**src/rtl/uart_pkg.sv**
```systemverilog
// Shared UART definitions: receiver state encoding and default oversample ratio.
// Also intended for use by the transmit side.
package uart_pkg;

  typedef enum logic [2:0] {
    IDLE,
    START,
    DATA,
    PARITY,
    STOP
  } rx_state_t;

  localparam int UART_OVERSAMPLE_DEFAULT = 16;

endpackage

```
**src/rtl/uart_sync2.sv**
```systemverilog
// Two-flop synchronizer for a single asynchronous input.
// Both stages reset to RESET_VAL.
module uart_sync2 #(
  parameter logic RESET_VAL = 1'b1
) (
  input  logic clk,
  input  logic rst_n,
  input  logic d,
  output logic q
);

  logic meta;

  always_ff @(posedge clk or negedge rst_n) begin
    if (!rst_n) begin
      meta <= RESET_VAL;
      q    <= RESET_VAL;
    end else begin
      meta <= d;
      q    <= meta;
    end
  end

endmodule

```
**src/rtl/uart_rx.sv**
```systemverilog
// Oversampling UART receiver, LSB first, one stop bit.
// Define UART_PARITY_EN to add a parity bit (PARITY_ODD selects odd parity).
module uart_rx
  import uart_pkg::*;
#(
  parameter int DATA_BITS  = 8,
  parameter int OVERSAMPLE = UART_OVERSAMPLE_DEFAULT
`ifdef UART_PARITY_EN
  ,
  parameter bit PARITY_ODD = 1'b0
`endif
) (
  input  logic                 clk,
  input  logic                 rst_n,
  input  logic                 tick,
  input  logic                 rxd,
  output logic [DATA_BITS-1:0] data,
  output logic                 valid,
  output logic                 frame_err,
  output logic                 parity_err,
  output logic                 busy
);

  localparam int TW = $clog2(OVERSAMPLE);
  localparam int BW = $clog2(DATA_BITS + 1);
  localparam logic [TW-1:0] HALF_LAST = TW'(OVERSAMPLE / 2 - 1);
  localparam logic [TW-1:0] BIT_LAST  = TW'(OVERSAMPLE - 1);
  localparam logic [BW-1:0] BITS_LAST = BW'(DATA_BITS - 1);

  rx_state_t            state, state_next;
  logic [TW-1:0]        tick_cnt, tick_cnt_next;
  logic [BW-1:0]        bit_cnt, bit_cnt_next;
  logic [DATA_BITS-1:0] shreg, shreg_next;
  logic [DATA_BITS-1:0] data_next;
  logic                 valid_next, frame_err_next;
  logic                 rx_sync, rx_prev;

  uart_sync2 #(.RESET_VAL(1'b1)) u_sync (
    .clk   (clk),
    .rst_n (rst_n),
    .d     (rxd),
    .q     (rx_sync)
  );

  always_ff @(posedge clk or negedge rst_n) begin
    if (!rst_n) rx_prev <= 1'b1;
    else        rx_prev <= rx_sync;
  end

`ifdef UART_PARITY_EN
  logic par_bad, par_bad_next, parity_err_next;
`endif

  always_comb begin
    state_next     = state;
    tick_cnt_next  = tick_cnt;
    bit_cnt_next   = bit_cnt;
    shreg_next     = shreg;
    data_next      = data;
    valid_next     = 1'b0;
    frame_err_next = 1'b0;
`ifdef UART_PARITY_EN
    par_bad_next    = par_bad;
    parity_err_next = 1'b0;
`endif
    case (state)
      IDLE: begin
        // Only a real high-to-low transition starts a frame; a held-low line does not.
        if (rx_prev && !rx_sync) begin
          state_next    = START;
          tick_cnt_next = '0;
        end
      end
      START: begin
        if (tick) begin
          if (tick_cnt == HALF_LAST) begin
            tick_cnt_next = '0;
            if (!rx_sync) begin
              state_next   = DATA;
              bit_cnt_next = '0;
            end else begin
              state_next = IDLE;
            end
          end else begin
            tick_cnt_next = tick_cnt + 1'b1;
          end
        end
      end
      DATA: begin
        if (tick) begin
          if (tick_cnt == BIT_LAST) begin
            tick_cnt_next = '0;
            shreg_next    = {rx_sync, shreg[DATA_BITS-1:1]};
            bit_cnt_next  = bit_cnt + 1'b1;
            if (bit_cnt == BITS_LAST) begin
`ifdef UART_PARITY_EN
              state_next = PARITY;
`else
              state_next = STOP;
`endif
            end
          end else begin
            tick_cnt_next = tick_cnt + 1'b1;
          end
        end
      end
`ifdef UART_PARITY_EN
      PARITY: begin
        if (tick) begin
          if (tick_cnt == BIT_LAST) begin
            tick_cnt_next = '0;
            par_bad_next  = rx_sync ^ (^shreg) ^ PARITY_ODD;
            state_next    = STOP;
          end else begin
            tick_cnt_next = tick_cnt + 1'b1;
          end
        end
      end
`endif
      STOP: begin
        if (tick) begin
          if (tick_cnt == BIT_LAST) begin
            // Leave for IDLE right at mid-stop so a following start edge is not missed.
            tick_cnt_next = '0;
            state_next    = IDLE;
            if (!rx_sync) begin
              frame_err_next = 1'b1;
`ifdef UART_PARITY_EN
            end else if (par_bad) begin
              parity_err_next = 1'b1;
`endif
            end else begin
              valid_next = 1'b1;
              data_next  = shreg;
            end
          end else begin
            tick_cnt_next = tick_cnt + 1'b1;
          end
        end
      end
      default: state_next = IDLE;
    endcase
  end

  always_ff @(posedge clk or negedge rst_n) begin
    if (!rst_n) begin
      state     <= IDLE;
      tick_cnt  <= '0;
      bit_cnt   <= '0;
      shreg     <= '0;
      data      <= '0;
      valid     <= 1'b0;
      frame_err <= 1'b0;
    end else begin
      state     <= state_next;
      tick_cnt  <= tick_cnt_next;
      bit_cnt   <= bit_cnt_next;
      shreg     <= shreg_next;
      data      <= data_next;
      valid     <= valid_next;
      frame_err <= frame_err_next;
    end
  end

`ifdef UART_PARITY_EN
  always_ff @(posedge clk or negedge rst_n) begin
    if (!rst_n) begin
      par_bad    <= 1'b0;
      parity_err <= 1'b0;
    end else begin
      par_bad    <= par_bad_next;
      parity_err <= parity_err_next;
    end
  end
`else
  assign parity_err = 1'b0;
`endif

  assign busy = (state != IDLE);

endmodule

```
**config.mk**
```make
export PLATFORM = sky130hd
export DESIGN_NAME = uart_rx
export DESIGN_NICKNAME = d
export VERILOG_FILES = /design/src/rtl/uart_pkg.sv /design/src/rtl/uart_sync2.sv /design/src/rtl/uart_rx.sv
export SDC_FILE = /design/constraint.sdc
export NUM_CORES = 1
export LEC_CHECK = 0
export CAP_MARGIN = 25
export CORE_MARGIN = 2
export CORE_UTILIZATION = 55
export CTS_CLUSTER_SIZE = 8
export DETAILED_ROUTE_END_ITERATION = 8
export GPL_TIMING_DRIVEN = 0
export HOLD_SLACK_MARGIN = 0.06
export PLACE_DENSITY = 0.78
export SLEW_MARGIN = 20
export SYNTH_ARGS = -nofsm -noshare
export SYNTH_HDL_FRONTEND = slang
export SYNTH_SLANG_ARGS = --single-unit
```
**constraint.sdc**
```tcl
create_clock -name clk -period 2.45 [get_ports clk]
set_input_delay 0.49 -clock clk [delete_from_list [all_inputs] [get_ports clk]]
set_output_delay 0.49 -clock clk [all_outputs]
set_load 0.1 [all_outputs]
```
; Word-level counts from Yosys, hierarchy flattened
; Cells that the tools add are included.
[op_classes]
addsub = 2
multipliers = 0
div = 0
order_cmp = 0
eq_ne = 16
shift = 0
mux = 30
n_bitwise = 0
n_reduce_logical = 12
[ops]
columns = op, count
row1 = 4-bit two-way mux, 10
row2 = 3-bit two-way mux, 8
row3 = 2-bit inequality test (second input constant), 9
row4 = 3-bit one-hot mux with 4 select lines, 1
row5 = 4-bit one-hot mux with 3 select lines, 1
row6 = 4-bit by 1-bit adder with 4-bit output (second input constant), 2
row7 = 4-bit by 3-bit == test with 1-bit output (second input constant), 2
row8 = 1-bit two-way mux, 8
row9 = 4-bit one-hot mux with 2 select lines, 1
row10 = 4-bit AND reduction, 2
row11 = 8-bit AND reduction, 1
row12 = 6-bit AND reduction, 1
row13 = 3-bit nonzero test, 2
row14 = 4-bit == test (second input constant), 1
row15 = 3-bit by 1-bit == test with 1-bit output (second input constant), 1
row16 = 3-bit by 2-bit == test with 1-bit output (second input constant), 1
row17 = 3-bit == test (second input constant), 1
row18 = 3-bit logical NOT, 1
row19 = 3-bit AND reduction, 1
row20 = 2-bit two-way mux, 1
row21 = 2-bit by 1-bit inequality test with 1-bit output (second input constant), 1
row22 = 2-bit nonzero test, 1
row23 = 2-bit OR reduction, 1
row24 = 1-bit logical AND, 1
row25 = 1-bit logical NOT, 1
[totals]
regBits = 32
latchBits = 0
ramBits = 0
mem_bits_ro = 0
inputBits = 4
word_cells = 70
mem_count = 0

; Depth between registers and ports, before layout
; Gate-level depths: netlist of run 1.
[depth]
depth_word = 5
mapped_depth = 7
depth_no_buf = 6

; Cells and area by module
; Synthesis of run 1 repeated with hierarchy kept, for this count alone.
[hier_totals]
hier_cells = 119
hier_area_um2 = 1460.2
[by_module_without_submodules]
columns = mod, n_inst, cells_per_inst, area_each_um2, seq_area_each_um2
row1 = uart_rx, 1, 117, 1407.6, 752.0
row2 = uart_sync2, 1, 2, 52.6, 52.6

; Least setup slack after synthesis of run 1
; OpenSTA, ideal clock, no wires.
[synth_path]
kind = register to register
from = register state[1]
to = register state[1]
arrival_time_ps = 1926
required_time_ps = 2325
setup_slack_ps = 399
stages_incl_launch_ff = 7
path_buffers = 1
period_less_slack_ps = 2051
path_cell_list = dfrtp_1 buf_6 or3_1 a21o_1 nand3_1 a2111oi_2 o21bai_1
[synth_between]
elab_chain_cells = 3
[synth_lines]
columns = item, line
row1 = from (decl), uart_rx.sv:30  ; rx_state_t state, state_next;
row2 = from (signal assigned), uart_rx.sv:155  ; state <= state_next;
row3 = "3-bit by 2-bit == test with 1-bit output, or another cell as far along", uart_rx.sv:66  ; case (state)
row4 = 2-bit inequality test (no source line), --
row5 = 8-bit AND reduction (no source line), --
; Parallel ways exist; a longest one is shown, timed or not.
; A chain may end at the register's enable or synchronous reset.

; Worst setup path after layout of run 1
[layout_path]
from = register data[4]
to = output data[4]
[layout_rtl]
columns = item, line
row1 = from (decl), uart_rx.sv:17  ; output logic [DATA_BITS-1:0] data,
row2 = from (signal assigned), uart_rx.sv:159  ; data <= data_next;
; No word-level cell between the ends.

==> flow_metrics.env, run 1 <==
export IMPL_outcome="finished clean"
export IMPL_end_kind="output port"
export IMPL_ys_types=38
export IMPL_vias=1006
export IMPL_ant_nets=0
export IMPL_clock_sinks=32
export IMPL_drt_pass1_iter_count=4
export IMPL_clk_pin_slew_worst_paths_ns=0.11
export IMPL_power_total_mw=1.19
export IMPL_dpl_worst_slack_ns=0.0129
export IMPL_final_setup_tns_ns=0
export IMPL_htreeDepth=2
export IMPL_io_pins=16
export IMPL_critPathRequiredTime_ns=1.96
export IMPL_finalHoldViolCount=0
export IMPL_place_congestion=0.787
export IMPL_wl_um=2700
export IMPL_cts_buffers_inserted=5
export IMPL_start_util_pct=59.6
export IMPL_dieArea_mm2=0.00317
export IMPL_dieWidth_um=56.3
export IMPL_grt_start_max_net_pins=33
export IMPL_finalSetupViolCount=0
export IMPL_synth_edff_count=0
export IMPL_r2r_end="data[5]$_DFFE_PN0P_"
export IMPL_syn_inst=128
export IMPL_reg2reg_depth=5
export IMPL_grt_pass1_wl_um=4800
export IMPL_synth_async_sr_flop_share_pct=100
export IMPL_viasPerCell=5.59
export IMPL_rsz0062_at_grt="no"
export IMPL_startpoint="data[4]$_DFFE_PN0P_"
export IMPL_slew_headroom_pct=34.9
export IMPL_ys_seq_area_share_pct=53.5
export IMPL_clock_fmax_mhz=428
export IMPL_syn_area_mm2=0.00150
export IMPL_cts_setup_buffers=0
export IMPL_cp_depth=1
export IMPL_cp_top_family="buffers and inverters"
export IMPL_crit_path_top_delay_cell="clkdlybuf4s50_1"
export IMPL_min_path_type="input port to asynchronous set/reset pin"
export IMPL_crit_type="register to output port"
export IMPL_period_minus_slack_ns=2.34
export IMPL_p_leak_nw=0.778
export IMPL_drive_gt1_share_pct=26.0
export IMPL_first_global_vias=1060
export IMPL_syn_area_per_cell_um2=11.7
export IMPL_cts_tree="done"
export IMPL_clock_skew_ns=0.00981
export IMPL_dr_first_iter_drc_count=20
export IMPL_power_density_mw_per_mm2=689
export IMPL_post_drt_wl_per_cell_um=15.0
export IMPL_cpPeakStageDelay_ns=1.13
export IMPL_synth_seq_cells=32
export IMPL_diodes=0
export IMPL_grt_usage_pct=19.9
export IMPL_critPathArrivalTime_ns=1.85
export IMPL_die_h_um=56.3
export IMPL_clockBufferDepth=2
export IMPL_yosysWarnings=0
export IMPL_clockRootBuffer="clkbuf_4"
export IMPL_syn_num_nets=134
export IMPL_core_region_area_mm2=0.00252
export IMPL_setup_worst_path_start_class="register"
export IMPL_final_cell_mix="dfrtp_1 (29), mux2_2 (17), clkdlybuf4s50_1 (12)"
export IMPL_synthToLayoutAreaGrowth_pct=14.9
export IMPL_tightest_slew_ns=0.974
export IMPL_synthFlopType="dfrtp_1"
export IMPL_port_buffers=14
export IMPL_crit_chain="clkdlybuf4s50_1"
export IMPL_insertion_delay_ns=0.34
export IMPL_ir_drop_v=0.000549
export IMPL_num_rows=18
export IMPL_cp_max_fo=2
export IMPL_fin_crit_sh_pct=95.4
export IMPL_regToRegSetupSlack_ns=0.41
export IMPL_reg2reg_from="tick_cnt[0]$_DFFE_PN0P_"
export IMPL_drc=0
export IMPL_layout_setup_ws_ns=0.112
export IMPL_slew_viol_final=0
export IMPL_cp_endpoint="data[4]"
export IMPL_fill_cells=187
export IMPL_cap_violations=0
export IMPL_final_common_cell="dfrtp_1"
export IMPL_overflow=0
export IMPL_dp_hpwl_um=1890
export IMPL_crit_buf_inv=1
export IMPL_final_nets=155
export IMPL_grt_antenna_before_repair=0
-- sequential cells by signal, summed over array words and instances (netlist names) --
name,flops
bit_cnt,4
data,8
frame_err,1
rx_prev,1
shreg,8
state,3
tick_cnt,4
u_sync.meta,1
u_sync.q,1
valid,1
-- cell type report --
type	instances	area (um^2)	share of cell area, %
sequential	32	805	46.6
multi-input combinational	83	636	36.8
timing repair buffer	14	130	7.54
clock buffer	5	37.5	2.17
tap	30	37.5	2.17
buffer	5	32.5	1.88
inverter	8	30.0	1.74
clock inverter	3	18.8	1.09
-- per-layer routing --
metal	part of all wire [%]	vias to the layer above	track usage, %
met5	0	-	0
met4	1.4	0	7.48
met3	4.5	4	7.83
met2	50	15	32.9
met1	45	500	23.1
li1	-	487	-
-- where the power goes --
part	switching, mW	internal [mW]	total [mW]
clock network	0.189	0.110	0.299
logic	0.105	0.103	0.208
registers	0.0789	0.604	0.683
total	0.373	0.817	1.19
-- synthesized netlist by cell type (all sizes together) (2+ instances only) --
| cell | count | share of area, % |
|---|---|---|
| o21a | 3 | 1.5 |
| nor2 | 10 | 2.5 |
| a211oi | 2 | 1.0 |
| dfrtp | 29 | 48 |
| ha | 2 | 1.7 |
| nand3 | 3 | 1.0 |
| o211ai | 2 | 1.0 |
| nand2 | 11 | 2.7 |
| o21ai | 3 | 1.0 |
| xnor2 | 5 | 3.4 |
| a21oi | 6 | 2.0 |
| inv | 7 | 1.7 |
| mux2 | 17 | 13 |
| dfstp | 3 | 5.2 |
| nor4b | 2 | 1.6 |
| nand4 | 3 | 2.2 |
| buf | 5 | 2.2 |
-- cell families (layout without fill, tap and decap cells) --
kind of cell	Yosys count	after routing	share of synthesized area, %
AO/OA/AOI/OAI	22	22	9.91
XOR/XNOR	5	5	3.41
adder cells (fa/ha/maj)	2	2	1.67
buffers and inverters	13	35	4.16
flip-flops	32	32	53.5
multiplexers	17	17	12.7
other	1	1	0.250
AND/OR/NAND/NOR	36	36	14.3
-- how the worst min path moves through the flow --
stage / end / slack [ns] / cells past startpoint
after floorplan: bit_cnt[0]$_DFFE_PN0P_ / 0.19 / 0
after global placement: u_sync.q$_DFF_PN1_ / 0.35 / 0
after detailed placement: u_sync.q$_DFF_PN1_ / 0.35 / 0
after CTS: state[2]$_DFFE_PN0P_ / 0.19 / 1
after global routing: state[1]$_DFFE_PN0P_ / 0.23 / 1
final: state[0]$_DFFE_PN0P_ / 0.18 / 1
-- stage by stage --
step                utilization [%]  hold WS, ns  instances  area, um^2
global placement               66.6        0.347        172        1680
global route                   68.5        0.227        180        1730
detailed placement             66.4        0.354        172        1680
finish                         68.5        0.177        180        1730
floorplan                         -        0.194        128        1500
CTS                            68.6        0.187        180        1730
-- timing repair --
item / 4_1_cts / 5_1_grt
hold buffers: 0 / 0
setup endpoints to repair: 1 / 1
pin swaps: 0 / 0
gates resized for setup: 1 / 2
No activity file was read; power rests on OpenSTA's default activity.
==> inputs of run 2 (changes only) <==
Settings changed: HOLD_SLACK_MARGIN 0.06 to unset, SKIP_CTS_REPAIR_TIMING set to 1.
==> flow_metrics.env, run 2 (synthesis gave the netlist of run 1 again) <==
export IMPL_top_usage_layer="met2"
export IMPL_diodes=0
export IMPL_crit_chain="clkdlybuf4s50_1"
export IMPL_io_pins=16
export IMPL_dp_hpwl_um=1890
export IMPL_switchingPower_mw=0.373
export IMPL_reg_largest_list="data: 8 flops, shreg: 8 flops"
export IMPL_drt_pass1_iter_count=4
export IMPL_clock_fmax_mhz=428
export IMPL_clock_skew_ns=0.00981
export IMPL_power_density_mw_per_mm2=686
export IMPL_end_kind="output port"
export IMPL_ant_nets=0
export IMPL_num_rows=18
export IMPL_clockBufferDepth=2
export IMPL_grt_antenna_before_repair=0
export IMPL_pwr_share_seq_pct=57.4
export IMPL_place_congestion=0.787
export IMPL_layout_setup_ws_ns=0.112
export IMPL_grt_use_met1_pct=23.1
export IMPL_r2r_end="data[5]$_DFFE_PN0P_"
export IMPL_cpPeakStageDelay_ns=1.13
export IMPL_ir_drop_v=0.000549
export IMPL_wl_um=2690
export IMPL_die_h_um=56.3
export IMPL_overflow=0
export IMPL_critPathRequiredTime_ns=1.96
export IMPL_start_util_pct=59.6
export IMPL_clk_pin_slew_worst_paths_ns=0.11
export IMPL_cp_endpoint="data[4]"
export IMPL_vias=1006
export IMPL_critPathArrivalTime_ns=1.85
export IMPL_pwr_share_comb_pct=17.5
export IMPL_p_leak_nw=0.778
export IMPL_min_path_type="input port to asynchronous set/reset pin"
export IMPL_cap_violations=0
export IMPL_fin_crit_sh_pct=95.4
export IMPL_htreeDepth=2
export IMPL_grt_usage_pct=19.9
export IMPL_reg2reg_from="tick_cnt[0]$_DFFE_PN0P_"
export IMPL_dpl_worst_slack_ns=0.0129
export IMPL_final_util_pct=68.8
export IMPL_swShare_pct=31.3
export IMPL_regToRegSetupSlack_ns=0.41
export IMPL_crit_buf_inv=1
export IMPL_slew_viol_final=0
export IMPL_pwr_share_clk_pct=25.1
export IMPL_crit_type="register to output port"
export IMPL_cell_internal_pwr_mw=0.817
export IMPL_dieArea_mm2=0.00317
export IMPL_slew_headroom_pct=34.9
export IMPL_cts_buffers_inserted=5
export IMPL_post_drt_wl_per_cell_um=15.0
export IMPL_finalSetupViolCount=0
export IMPL_outcome="finished clean"
export IMPL_dr_first_iter_drc_count=20
export IMPL_synthToLayoutAreaGrowth_pct=15.4
export IMPL_cts_tree="done"
export IMPL_tightest_slew_ns=0.974
export IMPL_clock_sinks=32
export IMPL_crit_path_top_delay_cell="clkdlybuf4s50_1"
export IMPL_grt_start_max_net_pins=33
export IMPL_insertion_delay_ns=0.34
export IMPL_grt_pass1_wl_um=4800
export IMPL_rsz0062_at_grt="no"
export IMPL_startpoint="data[4]$_DFFE_PN0P_"
export IMPL_first_global_vias=1060
export IMPL_port_buffers=14
export IMPL_viasPerCell=5.59
export IMPL_final_cell_mix="dfrtp_1 (29), mux2_2 (17), clkdlybuf4s50_1 (12)"
export IMPL_period_minus_slack_ns=2.34
export IMPL_grtUsageMet3_pct=7.83
export IMPL_cp_max_fo=2
export IMPL_core_region_area_mm2=0.00252
export IMPL_final_nets=155
export IMPL_drc=0
export IMPL_clockRootBuffer="clkbuf_4"
export IMPL_cp_depth=1
export IMPL_grt_util_met2_pct=32.9
export IMPL_finalHoldViolCount=0
export IMPL_dieWidth_um=56.3
export IMPL_setup_worst_path_start_class="register"
export IMPL_final_common_cell="dfrtp_1"
export IMPL_reg2reg_depth=5
export IMPL_drive_gt1_share_pct=25.3
export IMPL_cp_top_family="buffers and inverters"
## run 2: cell count changes in the layout (fill, tap and decap cells not counted)
cell / previous run / this run
dlymetal6s2s_1: 0 / 1
clkbuf_2: 1 / 0
## run 2: worst register-to-register path: cells and delay by family (launching register included)
family	cells	cell delay, ns
flops	1	0.41
fa+ha+maj	1	0.31
simple gates	3	0.85
mux	1	0.37
## run 2: layout make-up
class	count	area (um^2)
multi-input cells	83	636
plain buffers	5	32.5
clock buffers	5	37.5
fillers	186	788
inverters	8	30.0
clock inverters	3	18.8
well taps	30	37.5
repair buffers	14	138
flip-flops and latches	32	805
## run 2: worst min path at each step
stage | startpoint | slack (ns) | to
floorplan | rst_n | 0.19 | bit_cnt[0]$_DFFE_PN0P_
global placement | u_sync.meta$_DFF_PN1_ | 0.35 | u_sync.q$_DFF_PN1_
detailed placement | u_sync.meta$_DFF_PN1_ | 0.35 | u_sync.q$_DFF_PN1_
CTS | rst_n | 0.19 | state[2]$_DFFE_PN0P_
global route | rst_n | 0.23 | state[1]$_DFFE_PN0P_
finish | rst_n | 0.18 | state[0]$_DFFE_PN0P_
## run 2: stage by stage
step	std cells	hold slack [ns]	power (mW)	TNS, ns	area, um^2
after floorplan	128	0.194	0.837	0	1500
after global routing	180	0.227	1.26	0	1730
after global placement	172	0.347	0.881	0	1680
after detailed placement	172	0.354	0.905	0	1680
after CTS	180	0.187	1.21	-0.325	1730
final	180	0.177	1.19	0	1730
## run 2: power by group through the flow
stage	Combinational [mW]	Sequential, mW	Clock, mW
floorplan	0.166	0.671	0
global placement	0.197	0.685	0
detailed placement	0.211	0.693	0
CTS	0.212	0.683	0.312
global route	0.234	0.695	0.329
finish	0.208	0.683	0.299
## run 2: routing by layer
metal	part of all wire, %	up-vias
met4	1.4	0
met5	0	-
li1	-	487
met3	4.5	4
met2	50	15
met1	45	500
